<file path="src/rtl/parameterized_sar_search_pkg.sv">
// Shared definitions for the successive-approximation search controller:
// FSM encodings and a counter-width helper.
package parameterized_sar_search_pkg;

    localparam int STATE_W = 2;

    localparam logic [STATE_W-1:0] ST_IDLE   = 2'd0;
    localparam logic [STATE_W-1:0] ST_TRIAL  = 2'd1;
    localparam logic [STATE_W-1:0] ST_SAMPLE = 2'd2;
    localparam logic [STATE_W-1:0] ST_DONE   = 2'd3;

    // $clog2 that never returns less than one bit, so single-value counters stay legal.
    function automatic int clog2_min1(input int value);
        return (value <= 1) ? 1 : $clog2(value);
    endfunction

endpackage

</file>
<file path="src/rtl/parameterized_sar_search.sv">
// SAR search controller: drives trial operands to an external comparator and
// resolves the largest value <= target, MSB first, with optional settle cycles.
module parameterized_sar_search
    import parameterized_sar_search_pkg::*;
#(
    parameter int WIDTH  = 16,
    parameter int SETTLE = 0
) (
    input  logic             clk,
    input  logic             rst_n,
    input  logic             start,
    input  logic             cmp_lt,
    input  logic             cmp_eq,
    input  logic             cmp_gt,
    output logic [WIDTH-1:0] guess,
    output logic             busy,
    output logic             done,
    output logic [WIDTH-1:0] result,
    output logic             exact,
    output logic             err
);

    localparam int BW = $clog2(WIDTH);
    localparam int SW = clog2_min1(SETTLE + 1);
    localparam logic [BW-1:0]    MSB_IDX     = BW'(WIDTH - 1);
    localparam logic [SW-1:0]    SETTLE_LOAD = SW'(SETTLE);
    localparam logic [WIDTH-1:0] ONE         = WIDTH'(1);

    logic [STATE_W-1:0] state_q, state_d;
    logic [BW-1:0]      bit_q, bit_d;
    logic [SW-1:0]      settle_q, settle_d;
    logic [WIDTH-1:0]   acc_q, acc_d;
    logic [WIDTH-1:0]   guess_q, guess_d;
    logic [WIDTH-1:0]   result_q, result_d;
    logic               busy_q, busy_d;
    logic               done_q, done_d;
    logic               exact_q, exact_d;
    logic               err_q, err_d;

    logic [STATE_W-1:0] phase;
    logic [WIDTH-1:0]   mask;
    logic [WIDTH-1:0]   acc_sampled;
    logic               flags_legal;
    logic               hit;

    always_comb begin
        // The last settle cycle of a trial is its sample point, so the search
        // never spends a separate clock in SAMPLE.
        phase = state_q;
        if (state_q == ST_TRIAL && settle_q == '0) begin
            phase = ST_SAMPLE;
        end

        mask        = ONE << bit_q;
        flags_legal = $onehot({cmp_lt, cmp_eq, cmp_gt});
        hit         = flags_legal && cmp_eq;
        acc_sampled = (flags_legal && (cmp_lt || cmp_eq)) ? (acc_q | mask) : acc_q;

        state_d  = state_q;
        bit_d    = bit_q;
        settle_d = settle_q;
        acc_d    = acc_q;
        guess_d  = guess_q;
        result_d = result_q;
        busy_d   = busy_q;
        done_d   = done_q;
        exact_d  = exact_q;
        err_d    = err_q;

        case (phase)
            ST_IDLE, ST_DONE: begin
                if (start) begin
                    state_d  = ST_TRIAL;
                    bit_d    = MSB_IDX;
                    settle_d = SETTLE_LOAD;
                    acc_d    = '0;
                    guess_d  = ONE << MSB_IDX;
                    err_d    = 1'b0;
                    exact_d  = 1'b0;
                    done_d   = 1'b0;
                    busy_d   = 1'b1;
                end
            end
            ST_TRIAL: begin
                settle_d = settle_q - 1'b1;
            end
            ST_SAMPLE: begin
                acc_d = acc_sampled;
                err_d = err_q | ~flags_legal;
                if (hit || bit_q == '0) begin
                    state_d  = ST_DONE;
                    result_d = acc_sampled;
                    guess_d  = acc_sampled;
                    busy_d   = 1'b0;
                    done_d   = 1'b1;
                    exact_d  = hit;
                end else begin
                    state_d  = ST_TRIAL;
                    bit_d    = bit_q - 1'b1;
                    settle_d = SETTLE_LOAD;
                    guess_d  = acc_sampled | (mask >> 1);
                end
            end
            default: state_d = ST_IDLE;
        endcase
    end

    always_ff @(posedge clk or negedge rst_n) begin
        if (!rst_n) begin
            state_q  <= ST_IDLE;
            bit_q    <= '0;
            settle_q <= '0;
            acc_q    <= '0;
            guess_q  <= '0;
            result_q <= '0;
            busy_q   <= 1'b0;
            done_q   <= 1'b0;
            exact_q  <= 1'b0;
            err_q    <= 1'b0;
        end else begin
            state_q  <= state_d;
            bit_q    <= bit_d;
            settle_q <= settle_d;
            acc_q    <= acc_d;
            guess_q  <= guess_d;
            result_q <= result_d;
            busy_q   <= busy_d;
            done_q   <= done_d;
            exact_q  <= exact_d;
            err_q    <= err_d;
        end
    end

    assign guess  = guess_q;
    assign busy   = busy_q;
    assign done   = done_q;
    assign result = result_q;
    assign exact  = exact_q;
    assign err    = err_q;

endmodule

</file>
<file path="config.mk">
export PLATFORM = sky130hd
export DESIGN_NAME = parameterized_sar_search
export DESIGN_NICKNAME = d
export VERILOG_FILES = /design/src/rtl/parameterized_sar_search_pkg.sv /design/src/rtl/parameterized_sar_search.sv
export SDC_FILE = /design/constraint.sdc
export NUM_CORES = 1
export LEC_CHECK = 0
export CAP_MARGIN = 20
export CELL_PAD_IN_SITES_DETAIL_PLACEMENT = 0
export CELL_PAD_IN_SITES_GLOBAL_PLACEMENT = 2
export CORE_MARGIN = 5
export CORE_UTILIZATION = 34
export CTS_CLUSTER_SIZE = 25
export DETAILED_ROUTE_END_ITERATION = 12
export GPL_TIMING_DRIVEN = 0
export PLACE_DENSITY = 0.75
export REMOVE_ABC_BUFFERS = 1
export SYNTH_ARGS = -nofsm -noshare
export SYNTH_HDL_FRONTEND = slang
export SYNTH_SLANG_ARGS = --single-unit
</file>
<file path="constraint.sdc">
create_clock -name clk -period 2.2 [get_ports clk]
set_input_delay 0.22 -clock clk [delete_from_list [all_inputs] [get_ports clk]]
set_output_delay 0.22 -clock clk [all_outputs]
set_load 0.05 [all_outputs]
</file>
==> out/qor.csv <==
metric,value,unit
status,"complete, no violations",
vias in the first global route,2308,
Worst Setup SP,cmp_lt,
CTS H-tree depth,3,
pin count of the biggest net entering global routing,60,
f_max,0.479,GHz
CTS tree,built,
Total Power,0.00628,W
"commonest cells after routing, fill and taps aside","59 x dfrtp_1, 39 x clkdlybuf4s50_1, 35 x nand2_1, 21 x a21oi_1, 19 x nor2_1",
DRT iter0 DRCs,107,
clock buffer count from CTS,9,
Final Cycle Share,0.949,
Non-Filler Instances,434,
data arrival time of the worst path,2.31,ns
initial antenna violation count,0,
ys flop type,dfrtp_1,
Routability Congestion,0.762,
DP Wirelength,4.68,mm
post-route cell area,0.00366,mm^2
Die H,102,um
Post-Route Utilization,0.443,
starting density of the core,0.351,
placed cell areas,0.00333,mm^2
DRT Wirelength,7.20,mm
Layout Nets,338,
normalized max-slew margin,0.489,
DRT Pass-1 Iters,4,
ys async rst share,1.00,
share of cells above drive strength 1,0.134,
Mapped Area,0.00290,mm^2
Startpoint Class,primary input,
Post-Synth Simple-Gate Area,0.177,
Slew @ Worst Pin,0.767,ns
Mean Syn Cell Area,10.1,um^2
"Data required, critical path",2.42,ns
row count,33,
DR vias,2231,
R2R Path Start,bit_q[0],
ant diodes,0,
dpl cells,413,
Power per Cell Area,1710,mW/mm^2
Worst-Skew Late Latency,0.34,ns
RSZ-0062 raised after global routing,no,
detailed-route wire length per cell,16.6,um
core area,0.00826,mm^2
Area Overhead vs Synth,26.4,%
post-synthesis compound-gate area fraction,0.225,
post-synthesis sequential area ratio,0.509,
Clock transition at path regs,0.07,ns
first-pass GRT wire length,12.2,mm
largest family of logic cells by synthesized area,compound AO/OA/AOI/OAI gates,
maxcap violations,0,
# DRC,0,
Clock Sinks,59,
skew final,0.00846,ns
Min-Delay Path Class,reg -> reg,
IO buf count,41,
post-route minimum period,2.09,ns
Pleak,1.50,nW
Synth Area in Adders,0.0328,
mux cell area share after synthesis,0,
"most common cell after layout, fill and taps aside",dfrtp_1,
Critical Path End Type,register,
WS Path Type,in -> reg,
root buf cell,clkbuf_8,
Clock Tree Buf Depth,2,
CP Max Fanout,20,
Synth Area in XOR/XNOR,0,
final setup fails,0,
width of the die,102,um
pins over their slew limit,0,
Filler cells,831,
die area,0.0105,mm^2
"EDFF count, synth",0,
Final Hold Viols,0,
Mapped Cells,287,
Max VDD drop,0.720,mV
hold path startpoint,result[4],
via density per instance,5.14,
GR Overflow Total,0,
global-route usage over all layers,0.152,
IO Count,42,
final antenna-violating net count,0,
Seq cells post-synth,59,
Synthesis Warnings,0,
Netlist cell types,51,
## metal layers
layer,share of wire,GRT usage,wire (um)
met5,0,0,0
met2,0.44,0.226,3200
met4,0.018,0.0666,133
met3,0.039,0.0266,282
met1,0.50,0.215,3590
## cell families after synthesis
| kind of cell | after synthesis |
|---|---|
| simple gates | 97 |
| compound gates | 96 |
| flops | 59 |
| buf+inv | 28 |
| fa+ha+maj | 7 |
## metrics by stage
stage	TNS, ns	hold slack [ns]	worst slack [ns]
after floorplan	0	-0.0756	0.0547
after global placement	-96.71	0.461	-1.15
after detailed placement	-19.48	0.360	-0.712
after CTS	0	0.484	0.00689
after global routing	0	0.506	0.00143
final	0	0.478	0.111
## worst paths after layout
path,slack [ns],end,depth (start not counted)
max in group asynchronous,1.20,exact,2
worst min-delay path,0.48,result[4],2
min in group asynchronous,0.49,result[2],2
worst max-delay path,0.11,done,8
worst max register to register,0.14,busy,6
worst min register to register,0.48,result[4],2
## Yosys cell counts (2+ instances only)
cell	number	area [um^2]
buf_4	4	30.0
o211ai_1	12	90.1
nor3_1	2	10.0
a22oi_1	5	37.5
o21ai_0	14	70.1
buf_6	4	45.0
nor2b_1	4	25.0
buf_2	8	40.0
inv_1	7	26.3
ha_1	6	75.1
a31oi_1	14	87.6
o21ai_1	13	65.1
a21oi_2	2	17.5
dfrtp_1	59	1480
nand3_1	5	25.0
nor2_1	19	71.3
a22o_1	2	17.5
nand2_1	35	131
nand4_1	11	68.8
nand2b_1	5	31.3
and3_1	2	12.5
clkbuf_1	5	18.8
a21oi_1	21	105
## critical path: stages
cell,delay (ns)
clkdlybuf4s50_1,0.52
inv_1,0.08
fa_1,0.59
and3b_2,0.29
o22ai_4,0.19
clkbuf_16,0.22
nor2b_1,0.13
a21oi_1,0.05
## power breakdown
| group | switching (W) | total [W] | internal (W) |
|---|---|---|---|
| logic | 0.00226 | 0.00344 | 0.00118 |
| clock network | 0.000443 | 0.00102 | 0.000576 |
| registers | 0.000288 | 0.00181 | 0.00152 |
## sequential cells by signal, indices dropped and copies added (netlist names)
signal    count
bit_q         4
guess        16
busy          1
done          1
settle_q      1
err           1
state_q       2
result       16
exact         1
acc_q        16
## cell type report
type | count | area [um^2] | area share
Inverter | 7 | 26.3 | 0.00717
Multi-Input combinational cell | 200 | 1330 | 0.364
Timing Repair Buffer | 48 | 495 | 0.135
Clock buffer | 11 | 151 | 0.0413
Tap cell | 105 | 131 | 0.0359
Sequential cell | 59 | 1480 | 0.403
Clock inverter | 4 | 50.0 | 0.0137
## timing repair
| action | 4_1_cts | 5_1_grt |
|---|---|---|
| endpoints found under the setup margin | 43 | 37 |
| pin swaps | 1 | 6 |
| hold buffers | 1 | 0 |
| setup buffers | 3 | 2 |
| gates resized for setup | 5 | 11 |
| hold endpoints to repair | 59 | 0 |
Power figures use the tool's default switching activity.
